`config.mk`:
```
export PLATFORM = sky130hd
export DESIGN_NAME = fft4_engine
export DESIGN_NICKNAME = d
export VERILOG_FILES = /design/src/rtl/fft_pkg.sv /design/src/rtl/fft_bfly2.sv /design/src/rtl/fft4_engine.sv
export SDC_FILE = /design/constraint.sdc
export NUM_CORES = 1
export LEC_CHECK = 0
export CORE_AREA = 2 2 162 164
export DETAILED_ROUTE_END_ITERATION = 10
export DIE_AREA = 0 0 164 166
export GPL_TIMING_DRIVEN = 1
export PLACE_DENSITY = 0.79
export SKIP_CTS_REPAIR_TIMING = 1
export SYNTH_ARGS = -nofsm -noshare
export SYNTH_HDL_FRONTEND = slang
export SYNTH_SLANG_ARGS = --single-unit
```
`constraint.sdc`:
```
create_clock -name clk -period 2.7 [get_ports clk]
set_input_delay 0.54 -clock clk [delete_from_list [all_inputs] [get_ports clk]]
set_output_delay 0.54 -clock clk [all_outputs]
set_load 0.005 [all_outputs]
```
`src/rtl/fft_pkg.sv`:
```
// ---------------------------------------------------------------------------
// fft_pkg
//   Shared definitions for the 4-point FFT engine:
//     FFT_WIDTH   default signed sample width per real/imag component
//     FFT_POINTS  transform length
//     fft_state_e engine sequencing states
//     is_busy()   decode of the states in which a transform is in flight
//   The width-dependent complex types are declared in the top module, where
//   the WIDTH parameter is known.
// ---------------------------------------------------------------------------
package fft_pkg;

    localparam int FFT_WIDTH  = 8;
    localparam int FFT_POINTS = 4;

    typedef enum logic [1:0] {
        IDLE = 2'd0,
        STG1 = 2'd1,
        STG2 = 2'd2,
        DONE = 2'd3
    } fft_state_e;

    function automatic logic is_busy(input fft_state_e s);
        return (s == STG1) || (s == STG2);
    endfunction

endpackage

```
`src/rtl/fft_bfly2.sv`:
```
// ---------------------------------------------------------------------------
// fft_bfly2
//   Combinational radix-2 butterfly on one pair of complex operands.
//   Both operands are sign-extended by one bit before add/sub, so the
//   results carry full growth and can never wrap.
// Ports
//   a_re, a_im   in   IW     signed operand a
//   b_re, b_im   in   IW     signed operand b
//   sum_re/im    out  IW+1   a + b
//   dif_re/im    out  IW+1   a - b
// ---------------------------------------------------------------------------
module fft_bfly2 #(
    parameter int IW = 8
) (
    input  logic signed [IW-1:0] a_re,
    input  logic signed [IW-1:0] a_im,
    input  logic signed [IW-1:0] b_re,
    input  logic signed [IW-1:0] b_im,
    output logic signed [IW:0]   sum_re,
    output logic signed [IW:0]   sum_im,
    output logic signed [IW:0]   dif_re,
    output logic signed [IW:0]   dif_im
);

    logic signed [IW:0] a_re_x;
    logic signed [IW:0] a_im_x;
    logic signed [IW:0] b_re_x;
    logic signed [IW:0] b_im_x;

    assign a_re_x = {a_re[IW-1], a_re};
    assign a_im_x = {a_im[IW-1], a_im};
    assign b_re_x = {b_re[IW-1], b_re};
    assign b_im_x = {b_im[IW-1], b_im};

    assign sum_re = a_re_x + b_re_x;
    assign sum_im = a_im_x + b_im_x;
    assign dif_re = a_re_x - b_re_x;
    assign dif_im = a_im_x - b_im_x;

endmodule

```
`src/rtl/fft4_engine.sv`:
```
// ---------------------------------------------------------------------------
// fft4_engine
//   4-point radix-2 DIT FFT. A start pulse snapshots four complex samples;
//   two registered butterfly stages produce X[0..3] in natural order, which
//   are held with a one-cycle done strobe. Twiddles are only 1 and -j, so
//   the datapath is adders and negation only.
// Ports
//   clk, rst_n          clock, asynchronous active-low reset
//   ena                 clock enable; low freezes every register
//   start               begin a transform (honoured only in IDLE or DONE)
//   in{0..3}_re/_im     WIDTH-bit signed samples x[0..3]
//   busy                high while the two butterfly stages run
//   done                high for one enabled cycle when outputs update
//   out{0..3}_re/_im    OWIDTH-bit signed results X[0..3], held until next done
// ---------------------------------------------------------------------------
module fft4_engine
    import fft_pkg::*;
#(
    parameter  int WIDTH  = FFT_WIDTH,
    localparam int OWIDTH = WIDTH + 2
) (
    input  logic                     clk,
    input  logic                     rst_n,
    input  logic                     ena,
    input  logic                     start,
    input  logic signed [WIDTH-1:0]  in0_re,
    input  logic signed [WIDTH-1:0]  in0_im,
    input  logic signed [WIDTH-1:0]  in1_re,
    input  logic signed [WIDTH-1:0]  in1_im,
    input  logic signed [WIDTH-1:0]  in2_re,
    input  logic signed [WIDTH-1:0]  in2_im,
    input  logic signed [WIDTH-1:0]  in3_re,
    input  logic signed [WIDTH-1:0]  in3_im,
    output logic                     busy,
    output logic                     done,
    output logic signed [OWIDTH-1:0] out0_re,
    output logic signed [OWIDTH-1:0] out0_im,
    output logic signed [OWIDTH-1:0] out1_re,
    output logic signed [OWIDTH-1:0] out1_im,
    output logic signed [OWIDTH-1:0] out2_re,
    output logic signed [OWIDTH-1:0] out2_im,
    output logic signed [OWIDTH-1:0] out3_re,
    output logic signed [OWIDTH-1:0] out3_im
);

    localparam int SW = WIDTH + 1;  // stage-1 result width

    typedef struct packed {
        logic signed [WIDTH-1:0] re;
        logic signed [WIDTH-1:0] im;
    } cplx_in_t;

    typedef struct packed {
        logic signed [SW-1:0] re;
        logic signed [SW-1:0] im;
    } cplx_s1_t;

    typedef struct packed {
        logic signed [OWIDTH-1:0] re;
        logic signed [OWIDTH-1:0] im;
    } cplx_out_t;

    fft_state_e state_q;
    fft_state_e state_d;

    cplx_in_t  x_q [FFT_POINTS];
    cplx_s1_t  a_q [FFT_POINTS];
    cplx_out_t y_q [FFT_POINTS];

    logic x_load;
    logic a_load;
    logic y_load;

    // ------------------------------------------------------------------
    // Sequencing
    // ------------------------------------------------------------------
    always_comb begin
        // NOTE: next state defaults to the current state before any branch,
        // so every path assigns it and no latch is inferred.
        state_d = state_q;
        if (ena) begin
            unique case (state_q)
                IDLE, DONE: state_d = start ? STG1 : IDLE;
                STG1:       state_d = STG2;
                STG2:       state_d = DONE;
                default:    state_d = IDLE;
            endcase
        end
    end

    always_ff @(posedge clk or negedge rst_n) begin
        if (!rst_n) begin
            state_q <= IDLE;
        end else begin
            // NOTE: sequential state uses non-blocking assignment so every
            // register samples pre-edge values regardless of block order.
            state_q <= state_d;
        end
    end

    assign x_load = ena && start && ((state_q == IDLE) || (state_q == DONE));
    assign a_load = ena && (state_q == STG1);
    assign y_load = ena && (state_q == STG2);

    assign busy = is_busy(state_q);
    assign done = (state_q == DONE);

    // ------------------------------------------------------------------
    // Stage 1: a0 = x0 + x2, a1 = x0 - x2, a2 = x1 + x3, a3 = x1 - x3
    // ------------------------------------------------------------------
    logic signed [SW-1:0] a0_re_d, a0_im_d, a1_re_d, a1_im_d;
    logic signed [SW-1:0] a2_re_d, a2_im_d, a3_re_d, a3_im_d;

    fft_bfly2 #(.IW(WIDTH)) u_s1_even (
        .a_re   (x_q[0].re),
        .a_im   (x_q[0].im),
        .b_re   (x_q[2].re),
        .b_im   (x_q[2].im),
        .sum_re (a0_re_d),
        .sum_im (a0_im_d),
        .dif_re (a1_re_d),
        .dif_im (a1_im_d)
    );

    fft_bfly2 #(.IW(WIDTH)) u_s1_odd (
        .a_re   (x_q[1].re),
        .a_im   (x_q[1].im),
        .b_re   (x_q[3].re),
        .b_im   (x_q[3].im),
        .sum_re (a2_re_d),
        .sum_im (a2_im_d),
        .dif_re (a3_re_d),
        .dif_im (a3_im_d)
    );

    // ------------------------------------------------------------------
    // Stage 2: X0 = a0 + a2, X2 = a0 - a2, X1/X3 = a1 +/- (-j * a3)
    // ------------------------------------------------------------------
    // a3 is a difference of two WIDTH-bit values, so its range is symmetric
    // (never the SW-bit minimum) and negating it at SW bits cannot wrap.
    logic signed [SW-1:0] rot_re;
    logic signed [SW-1:0] rot_im;

    assign rot_re = a_q[3].im;
    assign rot_im = -a_q[3].re;

    logic signed [OWIDTH-1:0] y0_re_d, y0_im_d, y1_re_d, y1_im_d;
    logic signed [OWIDTH-1:0] y2_re_d, y2_im_d, y3_re_d, y3_im_d;

    fft_bfly2 #(.IW(SW)) u_s2_even (
        .a_re   (a_q[0].re),
        .a_im   (a_q[0].im),
        .b_re   (a_q[2].re),
        .b_im   (a_q[2].im),
        .sum_re (y0_re_d),
        .sum_im (y0_im_d),
        .dif_re (y2_re_d),
        .dif_im (y2_im_d)
    );

    fft_bfly2 #(.IW(SW)) u_s2_odd (
        .a_re   (a_q[1].re),
        .a_im   (a_q[1].im),
        .b_re   (rot_re),
        .b_im   (rot_im),
        .sum_re (y1_re_d),
        .sum_im (y1_im_d),
        .dif_re (y3_re_d),
        .dif_im (y3_im_d)
    );

    // ------------------------------------------------------------------
    // Data registers
    // ------------------------------------------------------------------
    // NOTE: these small register arrays are flops, not RAM, so they take the
    // asynchronous reset; results read back as zero after any reset.
    always_ff @(posedge clk or negedge rst_n) begin
        if (!rst_n) begin
            for (int k = 0; k < FFT_POINTS; k++) begin
                x_q[k] <= '0;
                a_q[k] <= '0;
                y_q[k] <= '0;
            end
        end else begin
            if (x_load) begin
                x_q[0] <= '{re: in0_re, im: in0_im};
                x_q[1] <= '{re: in1_re, im: in1_im};
                x_q[2] <= '{re: in2_re, im: in2_im};
                x_q[3] <= '{re: in3_re, im: in3_im};
            end
            if (a_load) begin
                a_q[0] <= '{re: a0_re_d, im: a0_im_d};
                a_q[1] <= '{re: a1_re_d, im: a1_im_d};
                a_q[2] <= '{re: a2_re_d, im: a2_im_d};
                a_q[3] <= '{re: a3_re_d, im: a3_im_d};
            end
            if (y_load) begin
                y_q[0] <= '{re: y0_re_d, im: y0_im_d};
                y_q[1] <= '{re: y1_re_d, im: y1_im_d};
                y_q[2] <= '{re: y2_re_d, im: y2_im_d};
                y_q[3] <= '{re: y3_re_d, im: y3_im_d};
            end
        end
    end

    assign out0_re = y_q[0].re;
    assign out0_im = y_q[0].im;
    assign out1_re = y_q[1].re;
    assign out1_im = y_q[1].im;
    assign out2_re = y_q[2].re;
    assign out2_im = y_q[2].im;
    assign out3_re = y_q[3].re;
    assign out3_im = y_q[3].im;

endmodule

```
**Yosys cells after proc, flatten, opt, wreduce, memory -nomap -nowiden**

Cells that the tools add are included.
Widths: inputs -> output; s select.

- Multiplexer cells: 2
- Equal/unequal tests: 3
- Reductions and logical operators: 8
- Add/subtract/negate cells: 17

Operators with widths:

| operator | count |
|---|---|
| $add 9x9->10 | 4 |
| $sub 9x9->10 | 4 |
| $add 8x8->9 | 4 |
| $sub 8x8->9 | 4 |
| $neg 9->9 | 1 |
| $pmux 2 s3 | 1 |
| $eq 2x2->1 const B | 2 |
| $logic_and 1x1->1 | 4 |
| $eq 2x1->1 const B | 1 |
| $logic_not 2->1 | 1 |
| $logic_or 1x1->1 | 2 |
| $reduce_or 2->1 | 1 |
| $mux 1 | 1 |

- Input port bits: 68
- Bits in registers: 218
- Output and inout port bits: 82
- Logic and storage cells: 55

**Longest topological paths before layout**

- Word-level depth: 3
- Depth in mapped cells: 11
- Mapped depth without buffers: 11

**Hierarchy**

From an unflattened synthesis, not the netlist that was laid out.

- Cells, all modules: 1338
- Area, all modules: 14401.3 µm²

By module, submodules not included:

| module | instances | seq. area each (µm²) | cells an instance | area an instance (µm²) |
|---|---|---|---|---|
| fft4_engine | 1 | 5455.2 | 489 | 8229.1 |
| fft_bfly2 (u_s2_even) | 1 | 0.0 | 224 | 1669.1 |
| fft_bfly2 (u_s2_odd) | 1 | 0.0 | 219 | 1592.8 |
| fft_bfly2 (u_s1_odd) | 1 | 0.0 | 204 | 1457.6 |
| fft_bfly2 (u_s1_even) | 1 | 0.0 | 202 | 1452.6 |

**Least setup slack after synthesis**

OpenSTA, ideal clock, no wires.

- Path kind: register to register
- From: register, netlist name a_q[27]
- To: register y_q, in the netlist out3_im[7]
- Period minus slack after synthesis: 2.406 ns
- Data required time: 2.624 ns
- Arrival time: 2.330 ns
- Path slack: 0.294 ns
- Path buffers: 0
- Library setup time: 0.076 ns
- Cell stages (with the launch flop): 11
- Path through: dfrtp_1 nor3_1 nor3b_1 xnor2_1 inv_1 ha_1 or2_2 a2111oi_0 o31ai_1 xor2_1 o21ai_1

RTL lines:

| what | line | RTL |
|---|---|---|
| end, declared | fft4_engine.sv:68 | `cplx_out_t y_q [FFT_POINTS];` |

**Final worst setup path**

- From: register a_q[11] (netlist bit)
- To: register y_q, in the netlist out3_im[7]

- Word-level cells in the longest chain between the ends: 2

Ends and longest elaborated chain:

| what | line | RTL |
|---|---|---|
| start, declared | fft4_engine.sv:67 | `cplx_s1_t a_q [FFT_POINTS];` |
| $neg 9->9 | fft4_engine.sv:145 | `assign rot_im = -a_q[3].re;` |
| $sub 9x9->10 | fft_bfly2.sv:38 | `assign dif_im = a_im_x - b_im_x;` |

Every way passes these cells.
A chain may end at the register's enable or synchronous reset.

==> impl_metrics.json <==
{
  "cts.sinks": 210,
  "clk_pin_slew_ps": 60,
  "nNetsFinal": 1832,
  "root_buffer": "clkbuf_16",
  "critPathCaptureType": "flop",
  "syn_nets": 1708,
  "p_clk_share_pct": 13.1,
  "grt_pass1_vias": 10656,
  "synth_flop_cell": "dfrtp_1",
  "synthDistinctLibCells": 63,
  "setup_ws_ps": 216,
  "core_area_mm2": 0.0256,
  "max_freq_mhz": 403,
  "synth-simple-area-share_pct": 13.9,
  "final_common_cell": "dfrtp_1",
  "combinationalPowerShare_pct": 62.2,
  "cap_violations": 0,
  "syn_area_per_cell_um2": 9.38,
  "htree_levels": 1,
  "hold_path.class": "in -> async",
  "yosys_register_bits": 210,
  "worstRegToRegCells": 10,
  "reg2reg_setup_slack_ps": 220,
  "boundaryPins": 150,
  "drv_slew": 0,
  "first_iter_violations": 798,
  "syn-instance-count": 1482,
  "fin_crit_sh_pct": 92.0,
  "min_period_ps": 2480,
  "port-buffer-count": 149,
  "internal_power_uw": 13900,
  "slowest_stage": "dfrtp_1",
  "worst_pin_slew_ps": 578,
  "gp_congestion": 0.934,
  "finClkSkew_ps": 9.23,
  "die_h_um": 166,
  "rsz0062_at_grt": "no",
  "clkLatencyLatePin_ps": 520,
  "synthAdderAreaFrac_pct": 15.1,
  "fp-row-count": 59,
  "synth_top_family_by_area": "compound AO/OA/AOI/OAI gates",
  "cts_tree": "done",
  "syn2layout_area_growth_pct": 19.1,
  "synth_mux_area_share_pct": 6.06,
  "antenna_cells": 0,
  "cp_top_family": "simple AND/OR/NAND/NOR gates",
  "antenna_found_initial": 1,
  "grt_overflow": 0,
  "synth-seq-area-share_pct": 37.8,
  "power_frac_seq_pct": 24.7,
  "die_area_mm2": 0.0272,
  "slew_headroom_pct": 61.5,
  "power_switching_uw": 11400,
  "synth_compound_area_share_pct": 17.6,
  "routed_wl_um": 33200,
  "drive_above_1_share_pct": 9.25,
  "timing.rr.end": "out3_im[7]$_DFFE_PN0P_",
  "hold_violations": 0,
  "path_max_fanout": 4,
  "finalSetupTns_ps": 0,
  "setup_viol": 0,
  "grt_max_degree": 69,
  "crit_buf_inv": 1,
  "ant_nets": 0,
  "layout_common_cells": "210 x dfrtp_1, 148 x clkdlybuf4s50_1, 142 x ha_1",
  "start_kind": "flop",
  "track_usage_pct": 24.5,
  "critPathKind": "reg -> reg",
  "async_flop_share_pct": 100,
  "power_density_mw_per_mm2": 1530,
  "p_leak_uw": 0.00761,
  "wire_per_inst_um": 17.0,
  "grt_first_pass_wirelength_um": 54500,
  "place_hpwl_um": 25500,
  "cts_buffers": 24,
  "ir_worst_vdd_v": 0.000667,
  "clk_path_buf_depth": 3,
  "yosysWarnings": 0,
  "start_util_pct": 54.3,
  "vias": 11128,
  "syn_area_mm2": 0.0139,
  "cp_cell_sequence": "nor3_2 -> nor3b_1 -> xnor2_1 -> inv_1 -> ha_1 -> or2_2 -> a2111oi_1 -> o31ai_1 -> xor2_1 -> o21ai_1",
  "first_pass_iters": 7,
  "status": "finished clean",
  "required_ps": 3150,
  "critPathArrivalTime_ps": 2930,
  "synth-xor-area-share_pct": 3.28,
  "max_stage_delay_ps": 440,
  "drc": 0,
  "synth_edf_count": 0,
  "post-place-ws_ps": 112,
  "die_x_um": 164,
  "vias_per_cell": 5.69,
  "sw_frac_of_total_pct": 45.0,
  "r2r_start": "a_q[11]$_DFFE_PN0P_"
}
## worst reg2reg max path: stages (launching register included)
cell       delay [ps]
dfrtp_1           440
nor3_2            250
nor3b_1           270
xnor2_1           180
inv_1              70
ha_1              180
or2_2             290
a2111oi_1         320
o31ai_1           140
xor2_1            160
o21ai_1           120
## power groups by stage
stage	Combinational, µW	Sequential (µW)	Clock, µW
after floorplan	11100	5770	0
after global placement	15200	6170	0
after detailed placement	15500	6280	0
after CTS	15600	6240	3360
after global routing	17500	6450	3490
final	15700	6260	3300
## sequential cells by signal, indices dropped and copies added (netlist names)
signal and flops:
x_q 64, a_q 60, out0_im 10, out1_im 10, out1_re 10, out2_re 10, out0_re 9, out2_im 9
out3_im 9, out3_re 9, rot_re 8, state_q 2
## layout make-up
cell class | count | area, µm²
clock inverters | 11 | 143
multi-input cells | 1062 | 7820
inverters | 134 | 503
fillers | 2066 | 9050
flip-flops and latches | 210 | 5260
repair buffers | 174 | 1770
well taps | 335 | 419
clock buffers | 30 | 654
## how the worst max path moves through the flow
stage / start / endpoint / cells after the start
4_1_cts: a_q[10]$_DFFE_PN0P_ / out3_im[8]$_DFFE_PN0P_ / 9
2_1_floorplan: a_q[27]$_DFFE_PN0P_ / out3_im[7]$_DFFE_PN0P_ / 10
6_report: a_q[11]$_DFFE_PN0P_ / out3_im[7]$_DFFE_PN0P_ / 10
3_3_place_gp: a_q[27]$_DFFE_PN0P_ / out3_im[8]$_DFFE_PN0P_ / 9
3_5_place_dp: a_q[10]$_DFFE_PN0P_ / out3_im[8]$_DFFE_PN0P_ / 9
5_1_grt: a_q[10]$_DFFE_PN0P_ / out3_im[8]$_DFFE_PN0P_ / 9
## logic make-up after synthesis
kind of cell             Yosys count
AO/OA/AOI/OAI                    380
XOR/XNOR                          52
adder cells (fa/ha/maj)          158
buffers and inverters            210
flip-flops                       210
multiplexers                      76
AND/OR/NAND/NOR                  396
## metal layers
layer	global-route usage [%]	vias to the layer above	wire (µm)	share of wire, %
li1	-	5399	-	-
met2	37.3	332	14600	44
met3	3.12	46	1870	5.6
met1	37.3	5351	16100	48
met4	5.99	0	741	2.2
met5	0	-	0	0
## cells in the mapped netlist, types with 4 or more instances
master	number	area (µm²)
dfrtp_1	210	5260
ha_1	142	1780
inv_1	134	503
o21ai_0	133	666
nand2_1	126	473
nor2_1	79	297
mux2_2	65	732
a21oi_1	58	290
o21a_1	38	285
nor3_1	36	180
clkbuf_1	34	128
nand2b_1	33	206
xnor2_1	33	289
buf_2	28	140
nand3_1	25	125
nor2b_1	24	150
o31ai_1	23	173
xor2_1	19	166
a31oi_1	17	106
fa_1	16	320
a211oi_1	14	105
a21o_1	14	105
nor4_1	14	87.6
o211ai_1	13	97.6
and3_1	12	75.1
mux2i_1	11	110
nor3b_1	10	75.1
o21bai_1	9	67.6
or4_1	8	60.1
a221oi_1	7	61.3
buf_4	7	52.6
or3_1	7	43.8
o31a_1	6	52.6
and2_1	5	31.3
buf_1	5	18.8
o22ai_1	5	31.3
nand4_1	4	25.0
o21ba_2	4	40.0
o41a_1	4	45.0
## through the flow
step | instance area (µm²) | std cells | hold slack, ps | total power [µW] | utilization, %
global placement | 15700 | 1915 | 463 | 21300 | 61.5
detailed placement | 15700 | 1915 | 469 | 21800 | 61.5
CTS | 16500 | 1956 | 41.3 | 25200 | 64.6
finish | 16600 | 1956 | 31.3 | 25300 | 64.7
global route | 16600 | 1956 | 61.1 | 27500 | 64.7
floorplan | 13900 | 1482 | 244 | 16900 | -
Note: power is estimated with default switching activity, not from simulation.
